--- config.mk ---
export PLATFORM = sky130hd
export DESIGN_NAME = gen_mux_sel_seq
export DESIGN_NICKNAME = d
export VERILOG_FILES = /design/src/rtl/gen_mux_sel_seq.sv
export SDC_FILE = /design/constraint.sdc
export NUM_CORES = 1
export LEC_CHECK = 0
export BUFFER_PORTS_ARGS = -buffer_cell sky130_fd_sc_hd__buf_2
export CAP_MARGIN = 25
export CORE_AREA = 3 3 40 42
export CTS_BUF_LIST = sky130_fd_sc_hd__clkbuf_4 sky130_fd_sc_hd__clkbuf_8
export DETAILED_ROUTE_END_ITERATION = 8
export DIE_AREA = 0 0 43 45
export PLACE_DENSITY = 0.74
export SETUP_SLACK_MARGIN = 0.15
export SYNTH_ARGS = -nofsm -noshare
export SYNTH_HDL_FRONTEND = slang
export SYNTH_SLANG_ARGS = --single-unit
--- constraint.sdc ---
create_clock -name SYS_CLK -period 1.5 [get_ports SYS_CLK]
set_input_delay 0.45 -clock SYS_CLK [delete_from_list [all_inputs] [get_ports SYS_CLK]]
set_output_delay 0.45 -clock SYS_CLK [all_outputs]
set_load 0.02 [all_outputs]
--- src/rtl/gen_mux_sel_seq.sv ---
// gen_mux_sel_seq
// Read-side bit-plane sequencer. Generates the plane select for the
// 1-to-NUM_SEL output mux and walks all planes of one stored matrix, one
// plane per GEN_RADDR_START pulse. Tracks which ping-pong bank is being read,
// waits for that bank's BANK_FULL flag, and hands the bank back with a
// one-hot release pulse once its final plane has been accepted.
//
// Ports
//   SYS_CLK          in   rising-edge clock
//   SYS_NRST         in   asynchronous active-low reset
//   ENABLE           in   sequencer runs while high
//   MODE_REV         in   plane order (0 up, 1 down), latched on WAIT->RUN
//   BANK_FULL        in   per-bank "complete matrix stored" level
//   GEN_RADDR_START  in   one-cycle pulse, one plane read
//   CTRL_BIT_SEL     out  current plane select
//   READ_BANK_SEL    out  bank being read or awaited
//   READ_ACTIVE      out  high while in RUN
//   READ_ONE_MATRIX  out  one-cycle pulse after the final plane
//   BANK_RELEASE     out  one-hot one-cycle pulse freeing the finished bank
//   START_ERR        out  sticky: start pulse seen outside RUN
module gen_mux_sel_seq #(
  parameter int SEL_W    = 3,
  parameter int NUM_SEL  = 8,
  parameter int BANK_W   = 1,
  parameter int NUM_BANK = 2
) (
  input  logic                SYS_CLK,
  input  logic                SYS_NRST,
  input  logic                ENABLE,
  input  logic                MODE_REV,
  input  logic [NUM_BANK-1:0] BANK_FULL,
  input  logic                GEN_RADDR_START,
  output logic [SEL_W-1:0]    CTRL_BIT_SEL,
  output logic [BANK_W-1:0]   READ_BANK_SEL,
  output logic                READ_ACTIVE,
  output logic                READ_ONE_MATRIX,
  output logic [NUM_BANK-1:0] BANK_RELEASE,
  output logic                START_ERR
);

  localparam logic [SEL_W-1:0]  SEL_LAST  = SEL_W'(NUM_SEL - 1);
  localparam logic [BANK_W-1:0] BANK_LAST = BANK_W'(NUM_BANK - 1);

  typedef enum logic [1:0] {
    IDLE = 2'd0,
    WAIT = 2'd1,
    RUN  = 2'd2
  } state_t;

  state_t              state_reg, state_next;
  logic                rev_reg, rev_next;
  logic [SEL_W-1:0]    sel_reg, sel_next;
  logic [BANK_W-1:0]   bank_reg, bank_next;
  logic                active_reg, active_next;
  logic                matrix_reg, matrix_next;
  logic [NUM_BANK-1:0] release_reg, release_next;
  logic                err_reg, err_next;

  logic accept;
  logic last_plane;
  logic finish;

  assign accept     = (state_reg == RUN) && GEN_RADDR_START;
  // The last plane depends on the order latched at RUN entry, not on MODE_REV.
  assign last_plane = rev_reg ? (sel_reg == '0) : (sel_reg == SEL_LAST);
  assign finish     = accept && last_plane;

  // State and output registers
  always_ff @(posedge SYS_CLK or negedge SYS_NRST) begin
    if (!SYS_NRST) begin
      state_reg   <= IDLE;
      rev_reg     <= 1'b0;
      sel_reg     <= '0;
      bank_reg    <= '0;
      active_reg  <= 1'b0;
      matrix_reg  <= 1'b0;
      release_reg <= '0;
      err_reg     <= 1'b0;
    end else begin
      state_reg   <= state_next;
      rev_reg     <= rev_next;
      sel_reg     <= sel_next;
      bank_reg    <= bank_next;
      active_reg  <= active_next;
      matrix_reg  <= matrix_next;
      release_reg <= release_next;
      err_reg     <= err_next;
    end
  end

  // Next-state logic
  always_comb begin
    state_next = state_reg;
    case (state_reg)
      IDLE: if (ENABLE) state_next = WAIT;
      WAIT: begin
        if (BANK_FULL[bank_reg]) state_next = RUN;
        else if (!ENABLE)        state_next = IDLE;
      end
      // ENABLE is only looked at once the matrix is done, so a falling
      // ENABLE never aborts a matrix half-way through.
      RUN:  if (finish) state_next = ENABLE ? WAIT : IDLE;
      default: state_next = IDLE;
    endcase
  end

  // Output / datapath next values
  always_comb begin
    rev_next    = rev_reg;
    sel_next    = sel_reg;
    bank_next   = bank_reg;
    matrix_next = 1'b0;
    err_next    = err_reg;
    active_next = (state_next == RUN);

    if ((state_reg == WAIT) && (state_next == RUN)) begin
      rev_next = MODE_REV;
      sel_next = MODE_REV ? SEL_LAST : '0;
    end

    if (accept) begin
      if (last_plane) begin
        // Select holds its final value; only the bank pointer moves on.
        matrix_next = 1'b1;
        bank_next   = (bank_reg == BANK_LAST) ? '0 : bank_reg + BANK_W'(1);
      end else begin
        sel_next = rev_reg ? sel_reg - SEL_W'(1) : sel_reg + SEL_W'(1);
      end
    end

    if (GEN_RADDR_START && (state_reg != RUN))
      err_next = 1'b1;
    else if ((state_reg == IDLE) && !ENABLE)
      err_next = 1'b0;
  end

  // One-hot release of the bank whose matrix just finished
  generate
    for (genvar gi = 0; gi < NUM_BANK; gi++) begin : g_release
      assign release_next[gi] = finish && (bank_reg == BANK_W'(gi));
    end
  endgenerate

  assign CTRL_BIT_SEL    = sel_reg;
  assign READ_BANK_SEL   = bank_reg;
  assign READ_ACTIVE     = active_reg;
  assign READ_ONE_MATRIX = matrix_reg;
  assign BANK_RELEASE    = release_reg;
  assign START_ERR       = err_reg;

endmodule

==> metrics.yaml <==
timing:
  hold_viol: 0
  setup_viol: 0
  worst_pin_slew_ps: 337
  period_minus_slack_ps: 1400
  fin_skew_ps: 11.6
  rsz0062_at_grt: "yes"
  setup_slack_ps: 96.6
  finalMaxSlewViolations: 0
  fin_tns_setup_ps: 0
  relSlewSlack_pct: 77.5
  finalCritPeriodShare_pct: 93.6
  fmax_ghz: 0.713
worst_setup_path:
  critPathCaptureType: "register"
  cp_slowest_cell: "dfrtp_2"
  worstPathArrival_ps: 1550
  crit_type: "reg2reg"
  critPathTopFamily: "simple AND/OR/NAND/NOR gates"
  crit_path_cell_trace: "nor4b_4, and4bb_4, a211oi_2, a21oi_1"
  critPathLaunchType: "register"
  worst_path_largest_cell_delay_ps: 460
  cp_max_fo: 5
  path_buf_inv: 0
  critPathRequiredTime_ps: 1650
  r2r_slack_ps: 100
placed_design:
  place_area_um2: 699
  place_ws_ps: 39.6
  io_buffers: 15
  dp_cells: 81
  hpwlAfterDp_um: 788
  place_congestion: 0.671
pwr:
  p_leak_nw: 0.432
  ir_worst_vdd_v: 0.00101
  power_density_mw_per_mm2: 2060
worst_hold_path:
  hp-class: "in2async"
synth:
  synth.top_cells.by_area: "dfrtp_1, mux2i_1, inv_1"
  ys_ff_latch: 12
  synth-simple-area-share_pct: 19.2
  synth_compound_area_share_pct: 13.6
  synth_top_area_share_pct: 51.2
  syn_nets: 59
  synth_ff_type: "dfrtp_1"
  synthXorXnorAreaFrac_pct: 2.99
  syn_area_um2: 587
  yosys.area_share.adder_pct: 3.41
  netlist_instances: 51
  synth-edff-count: 0
  synth_mux_area_share_pct: 5.12
  synth_commonest_cells: "dfrtp_1, inv_1, a21oi_1, mux2i_1, nand2_1"
  yosysMostFrequentCell: "dfrtp_1"
  syn_area_per_cell_um2: 11.5
  yosysTopAreaCell: "dfrtp_1"
  synth_top_family_by_area: "simple AND/OR/NAND/NOR gates"
  synth_warnings: 0
  async_flop_share_pct: 100
  yosysSeqAreaShare_pct: 51.2
  ys_types: 24
floorplanning:
  num_rows: 13
  die_h_um: 45
  coreArea_mm2: 0.00128
  start_util_pct: 45.7
  die_w_um: 43
  io_pins: 16
  dieArea_mm2: 0.00194
route:
  drt_wl_total_mm: 1.16
  drc: 0
  drt_iter0_markers: 4
  route.vias.total: 471
  wl_per_cell_um: 12.5
  vias_per_cell: 5.06
  drt-pass1-iter-count: 4
  ant_nets: 0
cts:
  cts_tree: "done"
  cts_sinks: 12
  clock_latency_ps: 270
  cts_root_buf: "clkbuf_4"
  clk_path_buf_depth: 2
  htree_levels: 1
  cts_buffers: 3
  cts_hold_buffers: 0
  clkTransAtPathRegs_ps: 80
finish:
  nFillCells: 117
  fin_cells: 93
  antennaDiodeCount: 0
  layout.nets: 87
  seqCellArea_um2: 305
  multi_input_area_um2: 300
  final_layout_size_suffix_gt1_share_pct: 59.0
  largest_reg_flops: 3
  syn2layout_area_growth_pct: 41.8
  postLayoutCellArea_um2: 832
global_routing:
  globalRouteMet3Util_pct: 3.19
  track_usage_pct: 14.6
  grt_pass1_wl_mm: 2.05
  met1_usage_pct: 14.1
  globalRouteMet2Util_pct: 26.9
  first_global_vias: 523
  antenna_found_initial: 0
  grt.busiest_layer: "met2"
  grt-ovfl-total: 0
  grt_start_max_net_pins: 13
run:
  maxCapViolCount: 0
run_status:
  status: "finished clean"
==> metal layers <==
metal | vias to the layer above | wire length, um
li1 | 229 | -
met1 | 220 | 418
met2 | 18 | 605
met3 | 4 | 107
met4 | 0 | 28
met5 | - | 0
==> kinds of logic (layout without fill, tap and decap cells) <==
logic type / count (synthesis) / in the layout
simple gates: 14 / 14
compound gates: 12 / 12
flops: 12 / 12
buf+inv: 7 / 34
mux: 3 / 3
xor+xnor: 2 / 2
fa+ha+maj: 1 / 1
==> worst reg2reg max path, delay by kind of cell, from the launching register on <==
| family | cells | cell delay, ps |
|---|---|---|
| DFF | 1 | 460 |
| and+or+nand+nor | 2 | 560 |
| AOI/OAI and AO/OA | 2 | 270 |
==> final timing paths <==
path                            startpoint  cells past startpoint         endpoint
min reg2reg                      START_ERR                      1        START_ERR
min                               SYS_NRST                      1      READ_ACTIVE
max                        CTRL_BIT_SEL[0]                      4  CTRL_BIT_SEL[2]
max reg2reg                CTRL_BIT_SEL[0]                      4  CTRL_BIT_SEL[2]
max in group asynchronous         SYS_NRST                      1    READ_BANK_SEL
min in group SYS_CLK                ENABLE                      2     state_reg[0]
==> cells in the final DEF (no fill, tap or decap) <==
| cell type | n |
|---|---|
| a211oi_2 | 2 |
| a21o_1 | 1 |
| a21o_2 | 2 |
| a21oi_1 | 3 |
| and2_1 | 1 |
| and2b_1 | 1 |
| and2b_2 | 1 |
| and4b_1 | 1 |
| and4bb_4 | 1 |
| buf_2 | 13 |
| buf_4 | 7 |
| buf_6 | 3 |
| clkbuf_4 | 4 |
| dfrtp_1 | 8 |
| dfrtp_2 | 4 |
| fa_2 | 1 |
| inv_1 | 4 |
| inv_2 | 3 |
| mux2i_1 | 2 |
| mux2i_2 | 1 |
| nand2_1 | 3 |
| nand2b_4 | 1 |
| nor2_1 | 2 |
| nor3_1 | 1 |
| nor3b_4 | 1 |
| nor4b_4 | 1 |
| o21ai_0 | 1 |
| o21ai_1 | 1 |
| o22a_1 | 1 |
| o22ai_1 | 1 |
| xnor2_1 | 1 |
| xnor2_2 | 1 |
==> per-stage QoR <==
step                hold slack [ps]  utilization [%]  power (mW)
floorplan                       154                -        1.10
global placement                335             54.4        1.26
detailed placement              337             54.4        1.27
CTS                            36.3             61.9        1.64
global route                   52.2             64.8        1.84
finish                         33.3             64.8        1.72
==> report_power, final <==
| group | total (mW) | switching [mW] | internal [mW] |
|---|---|---|---|
| clock network | 0.223 | 0.102 | 0.121 |
| registers | 0.605 | 0.155 | 0.450 |
| logic | 0.888 | 0.405 | 0.483 |
==> layout make-up <==
cell class / instances / share of cell area [%]
tap: 15 / 2.26
multi-input combinational: 32 / 36.1
sequential: 12 / 36.7
clock buffer: 4 / 3.61
timing repair buffer: 23 / 18.2
inverter: 7 / 3.16
==> timing repair <==
action                                  CTS  global route
buffers inserted                          5             3
pin swaps                                 3             1
resized for setup                         7             5
endpoints found under the setup margin    6            15
Note: power is estimated with default switching activity, not from simulation.
